**config.mk**
```make
export PLATFORM = sky130hd
export DESIGN_NAME = piso_serializer
export DESIGN_NICKNAME = d
export VERILOG_FILES = /design/src/rtl/piso_pkg.sv /design/src/rtl/piso_shift_core.sv /design/src/rtl/piso_serializer.sv
export SDC_FILE = /design/constraint.sdc
export NUM_CORES = 1
export LEC_CHECK = 0
export BUFFER_PORTS_ARGS = -buffer_cell sky130_fd_sc_hd__buf_2
export CORE_ASPECT_RATIO = 0.75
export CORE_MARGIN = 2
export CORE_UTILIZATION = 30
export CTS_CLUSTER_DIAMETER = 50
export DETAILED_ROUTE_END_ITERATION = 10
export PLACE_DENSITY_LB_ADDON = 0.2
export SLEW_MARGIN = 20
export SYNTH_ARGS = -nofsm -noshare
export SYNTH_HDL_FRONTEND = slang
export SYNTH_SLANG_ARGS = --single-unit
```
**constraint.sdc**
```tcl
create_clock -name clk -period 3.3 [get_ports clk]
set_clock_uncertainty 0.15 [all_clocks]
set_input_delay 0.165 -clock clk [delete_from_list [all_inputs] [get_ports clk]]
set_output_delay 0.165 -clock clk [all_outputs]
set_load 0.05 [all_outputs]
```
**src/rtl/piso_pkg.sv**
```systemverilog
// Shared types and defaults for the parallel-in, serial-out transmitter.
// Build option: define PISO_PARITY_EN to append an even-parity bit to every frame.
package piso_pkg;

    typedef enum logic [1:0] {
        IDLE  = 2'd0,
        SHIFT = 2'd1,
        PAR   = 2'd2
    } piso_state_t;

    localparam int WIDTH_DEF     = 8;
    localparam int LSB_FIRST_DEF = 1;

    function automatic int cnt_w(input int width);
        return $clog2(width);
    endfunction

endpackage

```
**src/rtl/piso_shift_core.sv**
```systemverilog
// WIDTH-bit load/shift register. dir_i=1 shifts right and presents bit 0,
// dir_i=0 shifts left and presents the top bit; vacated positions fill with 0.
module piso_shift_core
    import piso_pkg::*;
#(
    parameter int WIDTH = WIDTH_DEF
) (
    input  logic             clk,
    input  logic             rst,
    input  logic             load_i,
    input  logic             shift_i,
    input  logic             dir_i,
    input  logic [WIDTH-1:0] din_i,
    output logic             out_o
);

    logic [WIDTH-1:0] sr_q, sr_d;

    // Load wins over shift so a back-to-back word replaces the drained register.
    always_comb begin
        sr_d = sr_q;
        if (load_i)
            sr_d = din_i;
        else if (shift_i)
            sr_d = dir_i ? (sr_q >> 1) : (sr_q << 1);
    end

    always_ff @(posedge clk) begin
        if (rst)
            sr_q <= '0;
        else
            sr_q <= sr_d;
    end

    assign out_o = dir_i ? sr_q[0] : sr_q[WIDTH-1];

endmodule

```
**src/rtl/piso_serializer.sv**
```systemverilog
// Parallel-in, serial-out transmitter with valid/ready load and frame markers.
// Build option: PISO_PARITY_EN adds a PAR state that sends even parity after the data bits.
module piso_serializer
    import piso_pkg::*;
#(
    parameter int WIDTH     = WIDTH_DEF,
    parameter int LSB_FIRST = LSB_FIRST_DEF
) (
    input  logic             clk,
    input  logic             rst,
    input  logic [WIDTH-1:0] din,
    input  logic             din_valid,
    output logic             din_ready,
    output logic             so,
    output logic             so_valid,
    output logic             so_first,
    output logic             so_last,
    output logic             busy
);

    localparam int              CNT_W    = (cnt_w(WIDTH) > 0) ? cnt_w(WIDTH) : 1;
    localparam logic [CNT_W-1:0] LAST_IDX = CNT_W'(WIDTH - 1);

    piso_state_t      state_q, state_d;
    logic [CNT_W-1:0] cnt_q, cnt_d;
    logic             so_valid_q, so_valid_d;
    logic             so_first_q, so_first_d;
    logic             so_last_q, so_last_d;
    logic             accept, final_bit, sr_out;
`ifdef PISO_PARITY_EN
    logic             par_q, par_d;
`endif

    assign final_bit = (state_q == SHIFT) && (cnt_q == LAST_IDX);

`ifdef PISO_PARITY_EN
    assign din_ready = !rst && ((state_q == IDLE) || (state_q == PAR));
`else
    assign din_ready = !rst && ((state_q == IDLE) || final_bit);
`endif

    assign accept = din_valid && din_ready;

    // State register, including the registered frame outputs.
    always_ff @(posedge clk) begin
        if (rst) begin
            state_q    <= IDLE;
            cnt_q      <= '0;
            so_valid_q <= 1'b0;
            so_first_q <= 1'b0;
            so_last_q  <= 1'b0;
`ifdef PISO_PARITY_EN
            par_q      <= 1'b0;
`endif
        end else begin
            state_q    <= state_d;
            cnt_q      <= cnt_d;
            so_valid_q <= so_valid_d;
            so_first_q <= so_first_d;
            so_last_q  <= so_last_d;
`ifdef PISO_PARITY_EN
            par_q      <= par_d;
`endif
        end
    end

    // Next-state logic.
    always_comb begin
        state_d = state_q;
        cnt_d   = cnt_q;
`ifdef PISO_PARITY_EN
        par_d   = accept ? ^din : par_q;
`endif
        unique case (state_q)
            IDLE: begin
                if (accept) begin
                    state_d = SHIFT;
                    cnt_d   = '0;
                end
            end
            SHIFT: begin
                if (final_bit) begin
                    cnt_d = '0;
`ifdef PISO_PARITY_EN
                    state_d = PAR;
`else
                    state_d = accept ? SHIFT : IDLE;
`endif
                end else begin
                    cnt_d = cnt_q + 1'b1;
                end
            end
            PAR: begin
                cnt_d   = '0;
                state_d = accept ? SHIFT : IDLE;
            end
            default: begin
                state_d = IDLE;
                cnt_d   = '0;
            end
        endcase
    end

    // Output logic: frame markers for the cycle after this edge.
    always_comb begin
        so_valid_d = (state_d != IDLE);
        so_first_d = accept;
`ifdef PISO_PARITY_EN
        so_last_d  = (state_d == PAR);
`else
        so_last_d  = (state_d == SHIFT) && (cnt_d == LAST_IDX);
`endif
    end

    piso_shift_core #(.WIDTH(WIDTH)) u_core (
        .clk     (clk),
        .rst     (rst),
        .load_i  (accept),
        .shift_i (state_q == SHIFT),
        .dir_i   (LSB_FIRST != 0),
        .din_i   (din),
        .out_o   (sr_out)
    );

    // Gated by so_valid so an aborted frame cannot leave stale data on the line.
`ifdef PISO_PARITY_EN
    assign so = so_valid_q && ((state_q == PAR) ? par_q : sr_out);
`else
    assign so = so_valid_q && sr_out;
`endif

    assign so_valid = so_valid_q;
    assign so_first = so_first_q;
    assign so_last  = so_last_q;
    assign busy     = so_valid_q;

endmodule
```
After elaboration in Yosys (flattened, before gate mapping)
Cells that the tools add are included.
W data, S select, Z words.
{ "classes": {"n_addsub": 1, "reduce_logical": 10, "n_mux": 9, "n_eq_ne": 5} }
{ "op_table": {"columns": ["cell", "n"], "rows": [
  ["$mux W8", 2],
  ["$eq A3 B3 Y1 const B", 2],
  ["$mux W3", 2],
  ["$pmux W2 S3", 1],
  ["$pmux W3 S2", 1],
  ["$logic_and A1 B1 Y1", 5],
  ["$eq A2 B1 Y1 const B", 2],
  ["$mux W2", 2],
  ["$reduce_bool A2 Y1", 2],
  ["$add A3 B1 Y3 const B", 1],
  ["$eq A2 B2 Y1 const B", 1],
  ["$logic_not A2 Y1", 1],
  ["$logic_not A1 Y1", 1],
  ["$logic_or A1 B1 Y1", 1],
  ["$mux W1", 1]
]} }
{ "word_totals": {"word_cells": 31, "output_inout_bits": 6, "reg_bits": 16} }

Logic depth before layout (Yosys ltp)
Gate-level depths: netlist of the first run.
{ "logic_depth": {"depth_word": 10, "depth_mapped": 5, "ltp_nobuf": 5} }

By module
From an unflattened synthesis of the first run, not the netlist that was laid out.
{ "unflattened": {"hier_cells": 82, "area_unflattened_um2": 827.0} }
{ "modules_own_cells": {"columns": ["mod", "instances", "area_each_um2", "cells_each"], "rows": [
  ["piso_shift_core", 1, 474.2, 48],
  ["piso_serializer", 1, 352.8, 34]
]} }

Least setup slack after synthesis of the first run
Ideal clock, no wire load.
{ "synth_timing": {"kind": "flip-flop to flip-flop", "startpoint": "register cnt_q[0]", "endpoint": "register u_core.sr_q[0]", "setup_time_ns": 0.177, "period_less_slack_ns": 2.142, "path_slack_ns": 1.158, "path_stages_with_launch": 6, "arrival_ns": 1.815, "path_cell_list": "dfxtp_1 > ha_1 > ha_1 > and2b_1 > nor3_2 > a221oi_1"} }
{ "synth_via": {"elab_chain_cells": 6, "elab_cells_between_ends": 7, "cone_classes": "eq/ne: 1; mux: 1; reduce/logical: 5"} }
{ "synth_lines": {"columns": ["item", "line", "source"], "rows": [
  ["start: declaration", "piso_serializer.sv:25", "logic [CNT_W-1:0] cnt_q, cnt_d;"],
  ["start signal: assignment", "piso_serializer.sv:57", "cnt_q <= cnt_d;"],
  ["$eq A3 B3 Y1 *", "piso_serializer.sv:34", "assign final_bit = (state_q == SHIFT) && (cnt_q == LAST_IDX);"],
  ["$logic_and A1 B1 Y1 *", "piso_serializer.sv:34", null],
  ["$logic_or A1 B1 Y1 *", "piso_serializer.sv:39", "assign din_ready = !rst && ((state_q == IDLE) || final_bit);"],
  ["$logic_and A1 B1 Y1 *", "piso_serializer.sv:39", null],
  ["via din_ready", "piso_serializer.sv:13", "output logic din_ready,"],
  ["$logic_and A1 B1 Y1 *", "piso_serializer.sv:42", "assign accept = din_valid && din_ready;"],
  ["$mux W8 / $reduce_bool A2 Y1 (equally long branches)", null, null],
  ["end signal: assignment", "piso_shift_core.sv:32", "sr_q <= sr_d;"],
  ["end: declaration", "piso_shift_core.sv:17", "logic [WIDTH-1:0] sr_q, sr_d;"]
]} }
The timed path passes the listed nets; every way through them passes the cells marked *.
A chain may end at the register's enable or synchronous reset.

Final worst setup path of the first run
{ "layout_timing": {"startpoint": "register cnt_q[0]", "endpoint": "output din_ready"} }
{ "layout_via": {"elab_chain_cells": 4} }
{ "layout_lines": {"columns": ["item", "line"], "rows": [
  ["$eq A3 B3 Y1", "piso_serializer.sv:34"],
  ["$logic_and A1 B1 Y1", "piso_serializer.sv:34"],
  ["$logic_or A1 B1 Y1", "piso_serializer.sv:39"],
  ["$logic_and A1 B1 Y1", "piso_serializer.sv:39"],
  ["end: declaration", "piso_serializer.sv:13"]
]} }
No other way between the ends.

==> results of run 1 <==
==> worst paths after layout <==
| kind | from | endpoint | slack [ns] | cells past startpoint |
|---|---|---|---|---|
| setup reg to reg | cnt_q[0] | u_core.sr_q[7] | 1.46 | 5 |
| hold reg to reg | state_q[1] | cnt_q[2] | 0.37 | 1 |
| hold / removal | din[3] | u_core.sr_q[3] | 0.05 | 3 |
| setup / recovery | cnt_q[0] | din_ready | 1.03 | 5 |
==> power groups by stage <==
stage	combinational, µW	sequential [µW]	clock (µW)
after floorplan	31.0	213	0
after global placement	44.7	210	0
after detailed placement	44.7	210	0
after CTS	45.8	206	135
after global routing	49.1	207	141
final	45.1	206	127
==> worst max-delay path, stage by stage, from the launching register on <==
cell     delay (ns)
dfxtp_1        0.36
ha_1           0.15
ha_1           0.17
and2b_1        0.24
nor3_2         0.40
buf_2          0.36
==> state kept, by name, indices dropped and copies added (netlist names) <==
signal       flops
busy             1
u_core.sr_q      8
state_q          2
cnt_q            3
so_first         1
so_last          1
==> cells in the final DEF, fill, tap and decap left out, drive strengths merged <==
master / netlist / routed
a21boi: 1 / 1
a221oi: 7 / 7
a22oi: 2 / 2
and2: 1 / 1
and2b: 2 / 2
and4: 1 / 1
buf: 3 / 16
clkbuf: 0 / 4
conb: 1 / 1
dfxtp: 16 / 16
dlygate4sd3: 0 / 1
ha: 2 / 2
inv: 1 / 1
mux2: 1 / 1
mux2i: 7 / 7
nand3b: 2 / 2
nor2: 3 / 3
nor2b: 7 / 7
nor3: 3 / 3
nor3b: 1 / 1
o21a: 2 / 2
or3b: 1 / 1
==> routing by layer <==
layer / up-vias / routed length (µm)
met5: - / 0
met4: 0 / 10
met3: 2 / 47
met2: 5 / 613
met1: 240 / 638
li1: 272 / -
==> logic make-up (layout without fill, tap and decap cells) <==
family,Yosys count,in the layout
DFF,16,16
adders and majority gates,2,2
and+or+nand+nor,21,21
buffers and inverters,5,22
muxes,8,8
other,1,1
AOI/OAI and AO/OA,12,12
==> final cells by class <==
class	instances	area (µm²)	share of cell area, %
Tap cell	34	42.5	4.97
Sequential cell	16	320	37.4
Inverter	1	3.75	0.439
Timing Repair Buffer	17	90.1	10.5
Clock buffer	4	36.3	4.24
Multi-Input combinational cell	44	363	42.4
==> stage by stage <==
stage,util (%),hold slack [ns],setup WS (ns)
global placement,35.4,0.247,1.36
detailed placement,35.4,0.250,1.33
CTS,37.4,0.0331,1.00
finish,37.4,0.0492,1.03
global route,37.4,0.0299,0.889
floorplan,-,0.159,1.16
==> reports/metrics.cfg, run 1 <==
[run_status]
status=finished, final reports clean

[floorplanning]
num_rows=15
fp.dieH_um=46.6
die_w_um=60.8
core-area_mm2=0.00229
dieArea_mm2=0.00283
initial_utilization_pct=31.7
io_pins=17

[timing]
rsz0062_at_grt=no
fmax_mhz=440
setup_viol=0
min_period_ns=2.27
hold_viol=0
relSlewSlack_pct=66.8
fin_setup_tns_ns=0
fin_crit_sh_pct=68.9
worstMarginPinSlew_ns=0.496
slew_viol_final=0

[yosys]
synth_flop_cell=dfxtp_1
yosysWarnings=0
syn_area_per_cell_um2=11.2
synthCells=65
synth_top_cell_by_area=dfxtp_1
ys_seq_area_share_pct=44.1
async_flop_share_pct=0
synth_most_common_cell=dfxtp_1
synth.top_cell.area_share_pct=44.1
synth-edff-count=0
synthXorXnorAreaFrac_pct=0
syn_nets=78
synth_mux_area_share_pct=11.2
synth_top_family_by_area=simple AND/OR/NAND/NOR gates
yosys.area_share.adder_pct=3.45
synth_area_leaders=dfxtp_1, mux2i_1, a221oi_1
synth-compound-area-share_pct=14.1
ys_ff_latch=16
synthTopCellsByCount=dfxtp_1, a221oi_1, mux2i_1, nor2b_1, nor2_1
mappedNetlistArea_um2=726
synth_cell_types=25
synth_simple_gate_area_share_pct=20.7

[worst_hold_path]
hp-class=in2reg

[global_routing]
grt-ovfl-total=0
grt.met2_usage_pct=15.5
grt_pass1_wl_um=2060
grt_util_met1_pct=13.5
grt_pass1_vias=470
top_usage_layer=met2
antenna_found_initial=0
grt_max_degree=13
grtUsageTotal_pct=10.2
groute.layer.met3.usage_pct=5.06

[cells_and_area]
fin_area_um2=856
diodes=0
fill_cells=242
fin_cells=116
nets=96
drive_above_1_share_pct=30.5
area_growth_pct=17.9

[pwr]
power_density_mw_per_mm2=442
power_frac_comb_pct=11.9
vdd_drop_max_uv=209
p_sw_uw=90.9
power.static_leakage_uw=0.000363
power_frac_clock_pct=33.6
power.total_uw=378
swShare_pct=24.0
cell_internal_pwr_uw=287
seq_power_share_pct=54.4

[drt]
drc=0
via_count=519
detail-route-antenna-nets=0
first_pass_iters=2
drt_first_iter_violations=8
routed_via_density=4.47
finalWirelength_um=1310
wl_per_cell_um=11.3

[cts]
clkSinkCount=16
cts.path.max_buffers=2
post-cts-setup-buffers=0
cts_buffers=3
clock-root-buffer=clkbuf_4
clkSlewWorstSetupHoldPaths_ns=0.09
cts_resized=0
cts_tree=done
insertion_delay_ns=0.28
htree_num_levels=1
cts_hold_buf=1

[worst_setup_path]
worstPathRequired_ns=2.98
crit_path_end_kind=output pin
arrival_ns=1.96
cp-start-kind=flip-flop
crit_path_max_fanout=8
crit_type=reg2out

[placed_design]
dp.cells=111
place.gp.congestion=0.755
port_buffers=16
place_hpwl_um=940
dpl-instance-area_um2=810

[job]
maxCapViolations=0

No activity file was read; power rests on OpenSTA's default activity.
==> run 2: changes to the inputs <==
==> constraint.sdc (replaced) <==
create_clock -name clk -period 2.1 [get_ports clk]
set_clock_uncertainty 0.15 [all_clocks]
set_input_delay 0.105 -clock clk [delete_from_list [all_inputs] [get_ports clk]]
set_output_delay 0.105 -clock clk [all_outputs]
set_load 0.05 [all_outputs]
==> run 2 against run 1 <==
  * Register-to-register slack got worse by 1.3 ns
  * Sequential share of layout area is 4.1 points lower
  * Design area is 12% higher
  * Critical path depth unchanged
  * Combinational power up 97%
  * Largest cell class unchanged
==> reports/metrics.cfg, run 2 (synthesized netlist as in run 1, its figures left out) <==
[timing]
min_period_ns=1.93
hold_viol=0
fin_setup_tns_ns=0
fmax_mhz=519
slew_viol_final=0
rsz0062_at_grt=no
setup_viol=0
fin_crit_sh_pct=91.8

[worst_setup_path]
worstPathRequired_ns=1.85
crit_buf_inv=1
rr_startpoint=cnt_q[0]
path_cells=ha_1 > ha_1 > and2b_1 > nor3_4 > buf_6
max_stage_delay_ns=0.36
crit_type=reg2out
path_common_cell=ha_1
crit_path_max_fanout=5
cpLargestDelayFamily=simple AND/OR/NAND/NOR gates
crit_path_end_kind=output pin
cp_slowest_cell=dfxtp_1
cp-startpoint=cnt_q[0]
cp-start-kind=flip-flop
arrival_ns=1.67

[cells_and_area]
final_common_cell=dfxtp_1
area_growth_pct=32.4
fill_cells=245
nets=106
diodes=0
final_cell_mix=dfxtp_1, buf_2, dlygate4sd3_1
largest_reg_flops=8
reg.largest.list=u_core.sr_q x8, cnt_q x3, state_q x2
drive_above_1_share_pct=30.4
regMostFlops=u_core.sr_q

[cts]
insertion_delay_ns=0.28
clkSinkCount=16
htree_num_levels=1
cts_tree=done
cts.path.max_buffers=2
cts_buffers=3
clkSlewWorstSetupHoldPaths_ns=0.10
clock-root-buffer=clkbuf_4

[drt]
via_count=553
routed_via_density=4.39
drc=0
first_pass_iters=2
drt_first_iter_violations=8
wl_per_cell_um=11.2
detail-route-antenna-nets=0
finalWirelength_um=1410

[pwr]
power.total_uw=619
vdd_drop_max_uv=355
power_density_mw_per_mm2=644
power.static_leakage_uw=0.000410

[worst_hold_path]
min_from=rst
hp-class=in2reg

[placed_design]
place.gp.congestion=0.801
place_hpwl_um=967
port_buffers=16

[global_routing]
grt.met2_usage_pct=15.9
top_usage_layer=met2
grt-ovfl-total=0
groute.layer.met3.usage_pct=5.06
grt_pass1_wl_um=2150
grt_util_met1_pct=14.3
grtUsageTotal_pct=11.0
grt_max_degree=13
grt_pass1_vias=481
antenna_found_initial=0

[floorplanning]
dieArea_mm2=0.00283
core-area_mm2=0.00229
die_w_um=60.8
initial_utilization_pct=31.7
io_pins=17
fp.dieH_um=46.6
num_rows=15

[run_status]
status=finished, final reports clean

[job]
maxCapViolations=0

run 2: cell count changes in the layout (fill, tap and decap cells not counted):
cell	previous run	this run
dlygate4sd3_1	1	8
nor3_4	0	1
buf_4	0	3
nor3_2	1	0
buf_2	16	15
buf_6	0	1
run 2: report_power, final:
part           internal, µW  total, µW  leakage [µW]  switching (µW)
Combinational          43.7       88.8      0.000258            45.0
Clock                   106        207     0.0000210             101
Sequential              316        324      0.000131            7.92
Total                   465        619      0.000410             154
run 2: what timing repair did:
item / 4_1_cts / 5_1_grt
endpoints found under the setup margin: 1 / 1
gates resized for setup: 1 / 1
endpoints found under the hold margin: 8 / 0
pin swaps: 0 / 1
setup buffers: 0 / 3
hold buffers: 8 / 0
run 2: path summary, 6_finish.rpt:
| path | end | slack [ns] | cells after the start |
|---|---|---|---|
| setup / recovery | din_ready | 0.17 | 5 |
| hold / removal | u_core.sr_q[2] | 0.03 | 2 |
| setup reg to reg | u_core.sr_q[0] | 0.20 | 7 |
| hold reg to reg | u_core.sr_q[3] | 0.42 | 2 |
run 2: cell type report:
type / count / area (µm²) / share of cell area [%]
Clock buffer: 4 / 36.3 / 3.78
Inverter: 1 / 3.75 / 0.391
Multi-Input combinational cell: 44 / 369 / 38.4
Sequential cell: 16 / 320 / 33.3
Tap cell: 34 / 42.5 / 4.43
Timing Repair Buffer: 27 / 189 / 19.7
run 2: per-stage QoR:
stage	hold WS (ns)	instance area (µm²)	cells	utilization, %	setup WS (ns)
3_3_place_gp	0.196	816	111	35.6	0.276
4_1_cts	0.0116	935	123	40.8	0.0279
3_5_place_dp	0.197	816	111	35.6	0.255
2_1_floorplan	0.0994	732	65	-	0.247
6_report	0.0280	961	126	42.0	0.172
5_1_grt	0.0163	961	126	42.0	0.0477
run 2: worst register-to-register path, stage by stage (launching register included):
cell and delay, ns:
dfxtp_1 0.33, ha_1 0.19, ha_1 0.19, and2b_1 0.31
nor3_4 0.09, buf_4 0.15, buf_4 0.14, a221oi_1 0.26
run 2: per-layer routing:
metal,up-vias,wire length (µm),part of all wire (%)
met3,2,77,5.5
li1,291,-,-
met2,13,555,39
met4,0,13,0.92
met1,247,762,54
met5,-,0,0
==> run 3: changes to the inputs <==
--- a/config.mk
+++ b/config.mk
@@ -6,11 +6,13 @@
 export NUM_CORES = 1
 export LEC_CHECK = 0
 export BUFFER_PORTS_ARGS = -buffer_cell sky130_fd_sc_hd__buf_2
+export CAP_MARGIN = 0
 export CORE_ASPECT_RATIO = 0.75
 export CORE_MARGIN = 2
 export CORE_UTILIZATION = 30
 export CTS_CLUSTER_DIAMETER = 50
 export DETAILED_ROUTE_END_ITERATION = 10
+export GPL_TIMING_DRIVEN = 0
 export PLACE_DENSITY_LB_ADDON = 0.2
 export SLEW_MARGIN = 20
 export SYNTH_ARGS = -nofsm -noshare
==> run 3 against run 2 <==
  * Hold slack worse by 0.024 ns
  * Clock power is 4% lower
  * Non-clock buffer count is 1 higher
  * Die area stayed put
  * Fmax is 3.1% lower
==> reports/metrics.cfg, run 3 (synthesized netlist as in run 1, its figures left out) <==
[run_status]
status=finished, final reports clean

[timing]
slew_viol_final=0
hold_slack_ns=0.00388
fin_crit_sh_pct=94.8
fmax_mhz=503
setup_viol=0
min_period_ns=1.99
hold_viol=0

[floorplanning]
fp.dieH_um=46.6
die_w_um=60.8
dieArea_mm2=0.00283
initial_utilization_pct=31.7
io_pins=17
num_rows=15
core-area_mm2=0.00229

[cts]
clkSinkCount=16
clock-root-buffer=clkbuf_4
cts_tree=done
cts_buffers=3
insertion_delay_ns=0.28
htree_num_levels=1
cts.path.max_buffers=2
clkSlewWorstSetupHoldPaths_ns=0.09

[pwr]
seq_power_share_pct=52.9
cell_internal_pwr_uw=466
swShare_pct=23.8
vdd_drop_max_uv=379
power_frac_comb_pct=14.9
p_sw_uw=146
power.static_leakage_uw=0.000421
power_frac_clock_pct=32.3
power_density_mw_per_mm2=632

[placed_design]
dp.cells=115
place.gp.congestion=0.819
port_buffers=16
place_hpwl_um=1020

[worst_setup_path]
r2r_setup_slack_ns=0.24
arrival_ns=1.73
crit_path_end_kind=output pin
crit_type=reg2out
worstPathRequired_ns=1.85
cp-start-kind=flip-flop
crit_path_max_fanout=5

[drt]
drt_first_iter_violations=10
finalWirelength_um=1440
routed_via_density=4.54
first_pass_iters=4
detail-route-antenna-nets=0
via_count=577
drc=0
wl_per_cell_um=11.3

[cells_and_area]
fin_cells=127
area_growth_pct=33.4
reg.largest.list=u_core.sr_q x8, cnt_q x3, state_q x2
final_common_cell=dfxtp_1
regMostFlops=u_core.sr_q
nets=107
drive_above_1_share_pct=35.5
largest_reg_flops=8
final_cell_mix=dfxtp_1, buf_2, mux2i_1, nor2b_1, a221oi_1
diodes=0

[global_routing]
grt_max_degree=11
grtUsageTotal_pct=11.6
grt_pass1_vias=501
grt_pass1_wl_um=2290
grt-ovfl-total=0
antenna_found_initial=0

[worst_hold_path]
hp-class=in2reg

[job]
maxCapViolations=0

## run 3: changes by cell type in the layout (fill, tap and decap cells not counted), sizes merged
cell	previous run	this run
buf	19	23
dlygate4sd3	8	4
dlygate4sd1	0	1
## run 3: through the flow
stage	TNS [ns]	instance area, µm²	setup WS (ns)	util [%]	total power, µW
2_1_floorplan	0	732	0.247	-	385
3_3_place_gp	0	855	0.213	37.3	408
3_5_place_dp	0	855	0.226	37.3	409
4_1_cts	0	933	0.0315	40.8	616
5_1_grt	-0.0162	968	-0.0162	42.3	649
6_report	0	968	0.110	42.3	612
## run 3: cell type report
type | instances | area, µm²
Timing Repair Buffer | 24 | 156
Tap cell | 34 | 42.5
Fill cell | 230 | 1320
Inverter | 1 | 3.75
Clock buffer | 4 | 36.3
Buffer | 4 | 38.8
Multi-Input combinational cell | 44 | 370
Sequential cell | 16 | 320
## run 3: per-layer routing
| metal | vias to the layer above | share of wire [%] | global-route usage, % |
|---|---|---|---|
| met1 | 261 | 50 | 14.8 |
| met4 | 0 | 1.7 | 2.61 |
| met2 | 16 | 42 | 17.4 |
| li1 | 296 | - | - |
| met3 | 4 | 6.0 | 5.90 |
| met5 | - | 0 | 0 |
## run 3: final timing paths
kind | depth (start not counted) | end | from
worst min-delay path | 3 | u_core.sr_q[3] | din[3]
worst max-delay path | 5 | din_ready | cnt_q[0]
worst min register to register | 1 | cnt_q[2] | state_q[1]
worst max register to register | 7 | u_core.sr_q[1] | cnt_q[0]
## run 3: worst max-delay path, cell delays in order (launching register included)
cell and delay, ns:
dfxtp_1 0.37, ha_1 0.16, ha_1 0.16, and2b_2 0.27, nor3_4 0.29, buf_6 0.21
## run 3: what timing repair did
item | in CTS | in global routing
setup endpoints to repair | 1 | 1
endpoints found under the hold margin | 4 | 0
setup buffers | 0 | 4
gates cloned | 0 | 0
resized for setup | 1 | 2
pin swaps | 0 | 1
hold buffers | 4 | 0
## run 3: power groups by stage
| stage | registers (µW) | logic [µW] | clock network [µW] |
|---|---|---|---|
| global placement | 331 | 76.8 | 0 |
| detailed placement | 331 | 77.8 | 0 |
| floorplan | 335 | 49.7 | 0 |
| finish | 324 | 91.0 | 198 |
| CTS | 324 | 84.2 | 208 |
| global route | 326 | 99.6 | 223 |
